**src/rtl/axil_rst_sequencer.sv**
```systemverilog
// rtl/axil_rst_sequencer.sv - AXI-Lite programmable downstream reset sequencer
// Delay-then-assert reset pulse generator with POR pass-through and status counter.
module axil_rst_sequencer #(
  parameter int          DATA_WIDTH  = 32,
  parameter int          ADDR_WIDTH  = 4,
  parameter logic [15:0] DEF_DELAY   = 16'd2,
  parameter logic [15:0] DEF_LEN     = 16'd5,
  parameter int          SYNC_STAGES = 2
) (
  input  logic                    clk,
  input  logic                    arst_n,
  input  logic [ADDR_WIDTH-1:0]   awaddr,
  input  logic                    awvalid,
  output logic                    awready,
  input  logic [DATA_WIDTH-1:0]   wdata,
  input  logic [3:0]              wstrb,
  input  logic                    wvalid,
  output logic                    wready,
  output logic [1:0]              bresp,
  output logic                    bvalid,
  input  logic                    bready,
  input  logic [ADDR_WIDTH-1:0]   araddr,
  input  logic                    arvalid,
  output logic                    arready,
  output logic [DATA_WIDTH-1:0]   rdata,
  output logic [1:0]              rresp,
  output logic                    rvalid,
  input  logic                    rready,
  output logic                    rst_out_n,
  output logic                    busy
);

  typedef enum logic [1:0] {S_IDLE, S_DELAY, S_ASSERT} state_t;

  state_t                 state_q, state_d;
  logic [15:0]            cnt_q, cnt_d;
  logic [15:0]            len_lat_q, len_lat_d;
  logic [15:0]            delay_q, delay_d;
  logic [15:0]            len_q, len_d;
  logic [15:0]            seq_cnt_q, seq_cnt_d;
  logic                   force_q, force_d;
  logic                   start_q, start_d;
  logic [SYNC_STAGES-1:0] sync_q, sync_d;
  logic                   rst_out_q, rst_out_d;
  logic                   awready_q, awready_d;
  logic                   bvalid_q, bvalid_d;
  logic [1:0]             bresp_q, bresp_d;
  logic                   arready_q, arready_d;
  logic                   rvalid_q, rvalid_d;
  logic [1:0]             rresp_q, rresp_d;
  logic [31:0]            rdata_q, rdata_d;
  logic                   wr_hs, rd_hs, w_ok, r_ok;
  logic [31:0]            rd_val;
  logic                   unused_bits;

  assign unused_bits = ^{wdata[DATA_WIDTH-1:16], wstrb[3:2], awaddr[1:0], araddr[1:0]};

  assign awready   = awready_q;
  assign wready    = awready_q;
  assign bvalid    = bvalid_q;
  assign bresp     = bresp_q;
  assign arready   = arready_q;
  assign rvalid    = rvalid_q;
  assign rresp     = rresp_q;
  assign rdata     = rdata_q;
  assign rst_out_n = rst_out_q;
  assign busy      = (state_q != S_IDLE);

  always_comb begin
    state_d   = state_q;
    cnt_d     = cnt_q;
    len_lat_d = len_lat_q;
    delay_d   = delay_q;
    len_d     = len_q;
    seq_cnt_d = seq_cnt_q;
    force_d   = force_q;
    start_d   = 1'b0;
    bvalid_d  = bvalid_q;
    bresp_d   = bresp_q;
    rvalid_d  = rvalid_q;
    rresp_d   = rresp_q;
    rdata_d   = rdata_q;

    wr_hs = awready_q && awvalid && wvalid;
    rd_hs = arready_q && arvalid;
    w_ok  = ((awaddr >> 4) == '0);
    r_ok  = ((araddr >> 4) == '0);
    awready_d = awvalid && wvalid && !bvalid_q && !awready_q;
    arready_d = arvalid && !rvalid_q && !arready_q;

    // START is registered for one cycle so the sequence begins the edge after the handshake
    if (wr_hs && w_ok) begin
      case (awaddr[3:2])
        2'd0: if (wstrb[0]) begin
          force_d = wdata[1];
          start_d = wdata[0] && (state_q == S_IDLE) && !start_q;
        end
        2'd1: begin
          if (wstrb[0]) delay_d[7:0]  = wdata[7:0];
          if (wstrb[1]) delay_d[15:8] = wdata[15:8];
        end
        2'd2: begin
          if (wstrb[0]) len_d[7:0]  = wdata[7:0];
          if (wstrb[1]) len_d[15:8] = wdata[15:8];
        end
        default: ;
      endcase
    end

    if (wr_hs) begin
      bvalid_d = 1'b1;
      bresp_d  = w_ok ? 2'b00 : 2'b10;
    end else if (bvalid_q && bready) begin
      bvalid_d = 1'b0;
    end

    case (araddr[3:2])
      2'd0:    rd_val = {30'd0, force_q, 1'b0};
      2'd1:    rd_val = {16'd0, delay_q};
      2'd2:    rd_val = {16'd0, len_q};
      default: rd_val = {seq_cnt_q, 14'd0, rst_out_q, busy};
    endcase
    if (rd_hs) begin
      rvalid_d = 1'b1;
      rresp_d  = r_ok ? 2'b00 : 2'b10;
      rdata_d  = r_ok ? rd_val : 32'd0;
    end else if (rvalid_q && rready) begin
      rvalid_d = 1'b0;
    end

    case (state_q)
      S_IDLE: if (start_q) begin
        if (delay_q != 16'd0) begin
          state_d   = S_DELAY;
          cnt_d     = delay_q;
          len_lat_d = len_q;
        end else begin
          state_d = S_ASSERT;
          cnt_d   = (len_q == 16'd0) ? 16'd1 : len_q;
        end
      end
      S_DELAY: if (cnt_q == 16'd1) begin
        state_d = S_ASSERT;
        cnt_d   = (len_lat_q == 16'd0) ? 16'd1 : len_lat_q;
      end else begin
        cnt_d = cnt_q - 16'd1;
      end
      S_ASSERT: if (cnt_q == 16'd1) begin
        state_d   = S_IDLE;
        seq_cnt_d = seq_cnt_q + 16'd1;
      end else begin
        cnt_d = cnt_q - 16'd1;
      end
      default: state_d = S_IDLE;
    endcase

    // Output register is fed from next-state values so it has no extra cycle of lag
    sync_d    = {sync_q[SYNC_STAGES-2:0], 1'b1};
    rst_out_d = !((state_d == S_ASSERT) || force_d || !sync_d[SYNC_STAGES-1]);
  end

  always_ff @(posedge clk or negedge arst_n) begin
    if (!arst_n) begin
      state_q   <= S_IDLE;
      cnt_q     <= 16'd0;
      len_lat_q <= 16'd0;
      delay_q   <= DEF_DELAY;
      len_q     <= DEF_LEN;
      seq_cnt_q <= 16'd0;
      force_q   <= 1'b0;
      start_q   <= 1'b0;
      sync_q    <= '0;
      rst_out_q <= 1'b0;
      awready_q <= 1'b0;
      bvalid_q  <= 1'b0;
      bresp_q   <= 2'b00;
      arready_q <= 1'b0;
      rvalid_q  <= 1'b0;
      rresp_q   <= 2'b00;
      rdata_q   <= 32'd0;
    end else begin
      state_q   <= state_d;
      cnt_q     <= cnt_d;
      len_lat_q <= len_lat_d;
      delay_q   <= delay_d;
      len_q     <= len_d;
      seq_cnt_q <= seq_cnt_d;
      force_q   <= force_d;
      start_q   <= start_d;
      sync_q    <= sync_d;
      rst_out_q <= rst_out_d;
      awready_q <= awready_d;
      bvalid_q  <= bvalid_d;
      bresp_q   <= bresp_d;
      arready_q <= arready_d;
      rvalid_q  <= rvalid_d;
      rresp_q   <= rresp_d;
      rdata_q   <= rdata_d;
    end
  end

endmodule

```
**config.mk**
```make
export PLATFORM = sky130hd
export DESIGN_NAME = axil_rst_sequencer
export DESIGN_NICKNAME = d
export VERILOG_FILES = /design/src/rtl/axil_rst_sequencer.sv
export SDC_FILE = /design/constraint.sdc
export NUM_CORES = 1
export LEC_CHECK = 0
export CAP_MARGIN = 20
export CELL_PAD_IN_SITES_DETAIL_PLACEMENT = 1
export CELL_PAD_IN_SITES_GLOBAL_PLACEMENT = 1
export CORE_ASPECT_RATIO = 1.5
export CORE_MARGIN = 2
export CORE_UTILIZATION = 42
export DETAILED_ROUTE_END_ITERATION = 16
export GPL_TIMING_DRIVEN = 1
export HOLD_SLACK_MARGIN = 0.1
export PLACE_DENSITY = 0.86
export SETUP_SLACK_MARGIN = 0.4
export SYNTH_ARGS = -nofsm -noshare
export SYNTH_HDL_FRONTEND = slang
export SYNTH_SLANG_ARGS = --single-unit
```
**constraint.sdc**
```tcl
create_clock -name clk -period 3.1 [get_ports clk]
set_input_delay 0.62 -clock clk [delete_from_list [all_inputs] [get_ports clk]]
set_output_delay 0.62 -clock clk [all_outputs]
set_load 0.05 [all_outputs]
```
* Yosys cells after proc, flatten, opt, wreduce, memory -nomap -nowiden
Cells that the tools add are included.
W data, S select, Z words.
** Operators by class
- Add/sub/neg operators :: 2
- Multiply operators :: 0
- Divide/modulo/power cells :: 0
- Order comparisons :: 0
- Equal/unequal tests :: 10
- Shifts and indexed selects :: 0
- Multiplexer cells :: 23
- Bitwise operators :: 0
- Reductions and logical operators :: 38
** Operators with widths (number)
- $mux W16 :: 6
- $pmux W32 S3 :: 1
- $pmux W16 S3 :: 1
- $logic_not A16 Y1 :: 2
- $reduce_and A3 Y1 :: 6
- $add A16 B1 Y16 const B :: 1
- $eq A16 B1 Y1 const B :: 1
- $reduce_bool A16 Y1 :: 1
- $sub A16 B1 Y16 const B :: 1
- $logic_and A1 B1 Y1 :: 12
- $mux W1 :: 10
- $eq A2 B2 Y1 const B :: 4
- $mux W2 :: 4
- $logic_not A1 Y1 :: 7
- $eq A2 B1 Y1 const B :: 3
- $logic_not A2 Y1 :: 3
- $pmux W2 S3 :: 1
- $reduce_bool A2 Y1 :: 3
- $ne A2 B2 Y1 const B :: 2
- $reduce_bool A3 Y1 :: 1
- $logic_or A1 B1 Y1 :: 2
- $reduce_and A2 Y1 :: 1
** Word-level totals
- Bits in registers :: 122
- Latch bits :: 0
- Memory bits (writable) :: 0
- Memory bits (read-only) :: 0
- Input bits :: 51
- Logic and storage cells :: 90
- Memories kept :: 0

* Depth between registers and ports, before layout
Gate-level depths: netlist of run 1.
- Depth after elaboration :: 8
- Depth in mapped cells :: 9
- Mapped depth without buffers :: 8

* Least setup slack after synthesis of run 1
OpenSTA, ideal clock, no wires.
- Path kind :: flip-flop to flip-flop
- Start :: register cnt_q[1]
- End :: register cnt_q[15]
- Setup time :: 0.064 ns
- Data arrival time :: 2.266 ns
- Path slack :: 0.770 ns
- Stages on the path, launching flop included :: 9
- Clock period less this slack :: 2.330 ns
- Cells stage by stage :: dfrtp_1 inv_1 ha_1 or4b_1 or3_4 nor4b_4 nand2_2 a221oi_2 a211o_1
** On the way
- Word-level cells in the longest chain between the ends :: 3
- Elaborated cells on any way between the ends :: 7
- Those cells by class :: 1 x add/sub; 2 x eq/ne; 3 x mux; 1 x reduce/logical
** RTL lines
- from (decl) :: RTL line 36 : logic [15:0] cnt_q, cnt_d;
- from (signal assigned) :: RTL line 183 : cnt_q <= cnt_d;
- $sub A16 B1 Y16 or $eq A16 B1 Y1 (tied branches)
- $mux W16, or another cell as far along :: RTL line 148 : S_ASSERT: if (cnt_q == 16'd1) begin
- $pmux W16 S3 or $reduce_and A3 Y1 (tied branches)
Several ways; a longest one is shown, not always the timed one. The select of a mux whose other input is x is not followed.
A chain may end at the register's enable or synchronous reset.

* Worst setup path after layout of run 1
- Start :: register state_q[0]
- End :: output port busy
** On the way
- Word-level cells in the longest chain between the ends :: 1
** RTL lines
- from (decl) :: RTL line 35 : state_t state_q, state_d;
- from (signal assigned) :: RTL line 182 : state_q <= state_d;
- $reduce_bool A2 Y1 :: RTL line 67 : assign busy = (state_q != S_IDLE);
- to (decl) :: RTL line 30 : output logic busy
Every way passes these cells.

==> impl_summary.log, run 1 <==
[metrics] number of global-route vias before repair: 5295
[metrics] post-detailed-route DRC marker count: 0
[metrics] register cell area after layout: 0.00306 mm2
[metrics] Yosys top cell area share: 0.516
[metrics] share of the clock period used by the worst path after layout: 0.846
[metrics] max-slew headroom at the worst pin: 0.332
[metrics] share of final-layout standard cells stronger than drive strength 1: 0.192
[metrics] Clk Latency, worst-skew pair: 0.43 ns
[metrics] Main synth FF type: dfrtp_1
[metrics] final-layout setup total negative slack: 0 ns
[metrics] leakage power: 3.28 nW
[metrics] CP max stage cell: clkdlybuf4s15_1
[metrics] CTS tree: done
[metrics] top layer in use: met4
[metrics] Hold Fails Final Rpt: 0
[metrics] post-synth top area cell: dfrtp_1
[metrics] end-of-flow core utilization: 0.544
[metrics] number of violations reported at the end of detailed-routing iteration 0: 314
[metrics] number of flops mapped to enable cells by yosys: 0
[metrics] IR Drop Worst-Case VDD: slightly below 600 uV
[metrics] root cell of the clock tree: clkbuf_16
[metrics] number of maximum-capacitance violations: 0
[metrics] Setup CP Type: register to primary output
[metrics] syn_area_per_cell: 11.1 um2
[metrics] Clock Skew: 0.00740 ns
[metrics] maximum fanout along the worst path: 5
[metrics] HPWL reported at the end of detailed placement: 12000 um
[metrics] initial antenna violation count: 0
[metrics] layout filler cell count: 1396
[metrics] Clock H-tree levels: 4
[metrics] clock transition time at the flip-flop clock pins of the worst setup and hold paths: 0.06 ns
[metrics] highest clock frequency the design can meet: 0.381 GHz
[metrics] antenna-violating nets left: 0
[metrics] max-slew violation count: 0
[metrics] data arrival at the endpoint of the critical path: 2.00 ns
[metrics] total wire length: around 18000 um
[metrics] met2 WL: 9780 um
[metrics] number of detailed-route iterations in the first pass: 6
[metrics] Inserted Clock Buffers: 17
[metrics] run status: complete, no violations
[metrics] critical path startpoint category: register
[metrics] area of the core region: 0.0135 mm2
[metrics] first-pass GRT wire length: 29200 um
[metrics] # rows: 52
[metrics] vertical die dimension: 148 um
[metrics] num ports: 94
[metrics] vias per std cell: 6.14
[metrics] detailed-route wire length per cell: 23.3 um
[metrics] Power Dens Cells: 737 mW/mm2
[metrics] multi-input logic area: 0.00259 mm2
[metrics] RSZ-0062 raised after global routing: false
[metrics] required time at the worst-slack endpoint: 2.48 ns
[metrics] metal1 wirelength: a little under 7000 um
[metrics] cell count after synthesis: 520
[metrics] CP max stage delay: ~0.53 ns
[metrics] die area: 0.0147 mm2
[metrics] number of storage elements in the synthesis netlist: approximately 120
[metrics] number of warnings issued by yosys: 0
[metrics] endpoints failing setup: 0
[metrics] total power consumption of the routed design: 5.40 mW
[metrics] area growth from synthesis to layout: 27.0%
[metrics] WL met3: between 600 and 700 um
[metrics] deepest clock path buffer count: 2
[metrics] final RePlAce weighted congestion: between 0.9 and 1
[metrics] total clock sinks: approximately 120
[metrics] starting density of the core: 0.428
[metrics] Worst-Margin Slew: 1.00 ns
[metrics] pin count of the biggest net entering global routing: 75
[metrics] Cell Count Post-Placement: roughly 740
[metrics] GRT Resource Usage Total: 0.258
[metrics] x dimension of the die: approximately 100 um
[metrics] Net count, final: 666
[metrics] CP most frequent cell: inv_1
[metrics] clock period minus final worst setup slack: 2.62 ns
[metrics] PortBufs: 67
[metrics] share of flip-flops with an asynchronous set or reset: 1.00
[metrics] non-filler instance count after layout: 781
[metrics] synthesized area: 0.00577 mm2
[metrics] count of cell types in the netlist: 55
[metrics] overflow left after global routing: 0
[metrics] detailed-route via count: 4799
[metrics] critical path buffer and inverter count: 3
[metrics] worst hold-check path type: input port to async pin
[metrics] Diodes inserted: 0
[metrics] capturing element type of the critical path: primary output
[metrics] sequential element share of the synthesized area: 0.530
[metrics] CP top delay family: buffers and inverters
[metrics] worst-path cell chain: inv_1 -> ha_1 -> inv_1 -> clkdlybuf4s15_1
[metrics] biggest area contributors in the synthesized netlist: dfrtp_1, mux2_2, nand2_1
==> per-layer routing <==
layer	up-vias	track usage
met2	166	0.447
met1	2475	0.292
met3	65	0.0563
met5	-	0
met4	0	0.145
li1	2093	-
==> final cells by class <==
cell class,instances,share of cell area
inverter,14,0.00717
sequential,122,0.417
clock buffer,17,0.0581
tap,162,0.0277
multi-input combinational,363,0.354
clock inverter,14,0.0203
timing repair buffer,89,0.115
==> kinds of logic after synthesis <==
group,after synthesis,synth area share
XOR/XNOR,23,0.0349
other,2,0.00130
AO/OA/AOI/OAI,121,0.148
buffers and inverters,38,0.0284
AND/OR/NAND/NOR,155,0.139
multiplexers,51,0.101
adder cells (fa/ha/maj),8,0.0174
flip-flops,122,0.530
==> final timing paths <==
check / startpoint / endpoint / slack (ns) / depth (start not counted)
min in group clk: bvalid$_DFFE_PN0P_ / awready$_DFF_PN0_ / 0.46 / 1
setup reg to reg: cnt_q[1]$_DFFE_PN0P_ / cnt_q[15]$_DFFE_PN0P_ / 0.49 / 9
max in group asynchronous: arst_n / rdata[2]$_DFFE_PN0P_ / 1.93 / 2
setup / recovery: state_q[0]$_DFF_PN0_ / busy / 0.48 / 4
hold / removal: arst_n / cnt_q[3]$_DFFE_PN0P_ / 0.35 / 1
hold reg to reg: bvalid$_DFFE_PN0P_ / awready$_DFF_PN0_ / 0.46 / 1
==> placed cells by master, fill, tap and decap left out, drive strengths merged, types with 5 or more instances in the layout <==
cell,count
nand3,8
a22o,16
a22oi,16
clkdlybuf4s50,65
o31ai,5
conb,5
dfrtp,119
nand2,52
mux2,49
a21oi,14
nor4,18
nor3,14
inv,17
a221oi,6
xnor2,11
nand4,6
a211oi,7
clkbuf,17
ha,8
a211o,6
o21ai,31
buf,23
clkinv,5
or3,6
xor2,12
nor2,31
==> metrics by stage <==
stage                     instance area [um2]  setup WS (ns)  hold WS, ns
final                                    7330          0.478        0.351
after CTS                                7250          0.404        0.391
after detailed placement                 6670          0.221        0.457
after global routing                     7330          0.423        0.429
after floorplan                          5780          0.770        0.324
after global placement                   6670          0.351        0.442
==> repair_timing <==
item / in CTS / in global routing
endpoints found under the setup margin: 3 / 22
buffers inserted: 0 / 5
hold buffers: 0 / 0
resized for setup: 2 / 6
pin swaps: 2 / 3
==> flip-flops by register name (all words and copies together), names as in the netlist <==
register   count
start_q        1
cnt_q         16
sync_q         1
force_q        1
bvalid         1
rst_out_n      1
rdata         32
len_lat_q     16
awready        1
delay_q       16
seq_cnt_q     16
arready        1
state_q        2
rvalid         1
len_q         16
==> power breakdown <==
group	switching, mW	internal [mW]	total [mW]
Clock	0.768	1.18	1.95
Combinational	0.922	0.513	1.44
Sequential	0.246	1.77	2.02
==> synth_stat cells, drive strengths merged, types with 8 or more instances <==
cell type,number
dfrtp,119
a22oi,16
xnor2,11
a21oi,14
nor4,18
clkbuf,17
nand2,52
nor3,14
inv,14
nand3,8
ha,8
o21ai,31
a22o,16
xor2,12
mux2,49
nor2,31
(Power assumes the default switching activity.)
==> run 2, diff against run 1 <==
- CORE_UTILIZATION: 42 -> 38
- PLACE_DENSITY: 0.86 -> 0.82
- clock period: 3.1 -> 2.4 ns (I/O delays scaled with it)
==> run 2 against run 1 <==
Effect of this change:
- the run now ends with negative setup slack left
- worst hold slack better by 0.12 ns
- core utilization up 1.5 points
- register-to-register slack worse by 0.68 ns
- setup slack worse by 0.67 ns
- global-route usage up 2.6 points
- first-iteration DRC count up 43%
- non-clock buffer count up 52
- critical path depth up 5
- sequential cell count unchanged
- routed wire length up 35%
- highest routed layer unchanged
==> impl_summary.log, run 2 (same netlist as run 1, synthesis figures left out) <==
[metrics] Clock H-tree levels: 4 (unchanged)
[metrics] leakage power: 3.96 nW (+21%)
[metrics] vertical die dimension: 155 um (+5.0%)
[metrics] initial antenna violation count: 0 (unchanged)
[metrics] violated checks: negative setup slack
[metrics] Worst Min Path Start: bvalid$_DFFE_PN0P_
[metrics] RSZ-0062 raised after global routing: true
[metrics] multi-input logic area: 0.00308 mm2 (+19%)
[metrics] number of detailed-route iterations in the first pass: 5 (-1)
[metrics] register cell area after layout: 0.00306 mm2 (about the same)
[metrics] number of maximum-capacitance violations: 0 (unchanged)
[metrics] worst reg-to-reg path cell count: 9 (unchanged)
[metrics] vias per std cell: 6.21 (+1.1%)
[metrics] Clk Latency, worst-skew pair: 0.44 ns (about the same)
[metrics] HPWL reported at the end of detailed placement: 12800 um (+7.1%)
[metrics] root cell of the clock tree: clkbuf_16
[metrics] max-slew violation count: 0 (unchanged)
[metrics] share of final-layout standard cells stronger than drive strength 1: 0.353 (+0.160)
[metrics] starting density of the core: 0.384 (-0.0438)
[metrics] total clock sinks: 122 (unchanged)
[metrics] layout filler cell count: 1586 (+14%)
[metrics] first-pass GRT wire length: 35000 um (+20%)
[metrics] # rows: 55 (+5.8%)
[metrics] Diodes inserted: 0 (unchanged)
[metrics] commonest cells after routing, fill and taps aside: dfrtp_1, buf_4, mux2_2
[metrics] number of cells on the worst hold path: 1
[metrics] critical path startpoint category: register
[metrics] antenna-violating nets left: 0 (unchanged)
[metrics] capturing element type of the critical path: register
[metrics] share of the clock period used by the worst path after layout: 1.08
[metrics] deepest clock path buffer count: 2 (unchanged)
[metrics] post-detailed-route DRC marker count: 0 (unchanged)
[metrics] pin count of the biggest net entering global routing: 49 (-35%)
[metrics] die area: 0.0162 mm2 (+10%)
[metrics] detailed-route via count: 5411 (+13%)
[metrics] data arrival at the endpoint of the critical path: 2.95 ns (+0.95 ns)
[metrics] GRT Resource Usage Total: 0.285 (+0.0265)
[metrics] total wire length: 24600 um (+35%)
[metrics] maximum fanout along the worst path: 6 (+1)
[metrics] highest clock frequency the design can meet: 0.386 GHz
[metrics] run status: complete, but fails checks
[metrics] final RePlAce weighted congestion: 0.882 (-2.4%)
[metrics] clock transition time at the flip-flop clock pins of the worst setup and hold paths: 0.06 ns (about the same)
[metrics] Hold Fails Final Rpt: 0 (unchanged)
[metrics] setup slack on the worst flop-to-flop path: -0.19 ns (-0.68 ns)
[metrics] CTS tree: done
[metrics] num ports: 94 (unchanged)
[metrics] Net count, final: 718 (+7.8%)
[metrics] detailed-route wire length per cell: 28.3 um (+21%)
[metrics] most common cell after layout, fill and taps aside: dfrtp_1
[metrics] clock period minus final worst setup slack: 2.59 ns
[metrics] end-of-flow core utilization: 0.559 (+0.0146)
[metrics] Power Dens Cells: 986 mW/mm2 (+34%)
[metrics] CP max stage cell: or4b_4
[metrics] endpoints failing setup: 21 (+21)
[metrics] overflow left after global routing: 0 (unchanged)
[metrics] flip-flop count of the largest register, all copies and words added: 32 (unchanged)
[metrics] max-slew headroom at the worst pin: 0.464 (+0.132)
[metrics] area of the core region: 0.0150 mm2 (+11%)
[metrics] x dimension of the die: 105 um (+4.9%)
[metrics] CP max stage delay: 0.52 ns (about the same)
[metrics] worst-path cell chain: inv_2 -> ha_4 -> or4b_4 -> or3_4 -> nor4b_4 -> buf_6 -> nand2_4 -> a221oi_2 -> a211o_1
[metrics] area growth from synthesis to layout: 45.3%
[metrics] PnR worst setup slack: -0.188 ns (-0.666 ns)
[metrics] Clock Skew: 0.0179 ns (+0.0105 ns)
[metrics] Worst-Margin Slew: 0.804 ns (-0.198 ns)
[metrics] Setup CP Type: register to register
[metrics] number of global-route vias before repair: 5854 (+11%)
[metrics] number of violations reported at the end of detailed-routing iteration 0: 449 (+43%)
[metrics] capturing point of the worst reg2reg path: cnt_q[15]$_DFFE_PN0P_
[metrics] worst hold margin: 0.474 ns (+0.122 ns)
[metrics] required time at the worst-slack endpoint: 2.76 ns (+0.28 ns)
[metrics] PortBufs: 67 (unchanged)
[metrics] Inserted Clock Buffers: 17 (unchanged)
[metrics] FF-to-FF Start: cnt_q[1]$_DFFE_PN0P_
[metrics] worst hold-check path type: register to register
[metrics] end of the worst hold path: awready$_DFF_PN0_
[metrics] IR Drop Worst-Case VDD: 572 uV (-3.4%)
run 2: worst max path at each step:
stage,from,end,cells past startpoint
6_report,cnt_q[1]$_DFFE_PN0P_,cnt_q[15]$_DFFE_PN0P_,9
5_1_grt,cnt_q[1]$_DFFE_PN0P_,seq_cnt_q[8]$_DFFE_PN0P_,10
4_1_cts,cnt_q[1]$_DFFE_PN0P_,cnt_q[15]$_DFFE_PN0P_,9
3_5_place_dp,cnt_q[1]$_DFFE_PN0P_,seq_cnt_q[9]$_DFFE_PN0P_,8
3_3_place_gp,cnt_q[1]$_DFFE_PN0P_,seq_cnt_q[15]$_DFFE_PN0P_,8
2_1_floorplan,cnt_q[8]$_DFFE_PN0P_,cnt_q[15]$_DFFE_PN0P_,7
run 2: worst max-delay path, delay by kind of cell, from the launching register on:
family	cells	cell delay (ns)
buffers and inverters	2	0.30
and+or+nand+nor	4	1.24
DFF	1	0.42
AOI/OAI and AO/OA	2	0.42
adders and majority gates	1	0.14
run 2: area by class of cell:
| type | instances | area share |
|---|---|---|
| Inverter | 14 | 0.00672 |
| Clock buffer | 20 | 0.0557 |
| Sequential cell | 122 | 0.365 |
| Tap cell | 199 | 0.0297 |
| Clock inverter | 12 | 0.0194 |
| Timing Repair Buffer | 141 | 0.155 |
| Multi-Input combinational cell | 363 | 0.368 |
run 2: repair_timing:
item,CTS,global route
endpoints found under the hold margin,39,0
setup buffers,14,11
pin swaps,35,30
hold buffers,1,0
cloned,1,0
resized for setup,119,48
endpoints found under the setup margin,90,52
run 2: per-stage QoR:
step	instance area, um2	TNS [ns]	worst slack [ns]	total power, mW	cells
3_3_place_gp	6980	-0.0000233	-0.0000233	4.49	812
5_1_grt	8380	-2.89	-0.258	8.45	871
4_1_cts	8050	0	0.0489	7.68	860
3_5_place_dp	6980	-0.292	-0.0791	4.60	812
6_report	8380	-1.54	-0.188	8.26	871
2_1_floorplan	5800	0	0.142	3.71	523
run 2: power by group:
part	internal, mW	total, mW	switching (mW)
registers	2.28	2.61	0.325
logic	1.13	2.83	1.70
clock network	1.73	2.82	1.09
total	5.14	8.26	3.12
run 2: per-layer routing:
metal	track usage	share of wire	vias to the layer above
met5	0	0	-
met4	0.189	0.082	0
met3	0.0557	0.049	136
met2	0.507	0.51	293
met1	0.305	0.35	2786
li1	-	-	2196
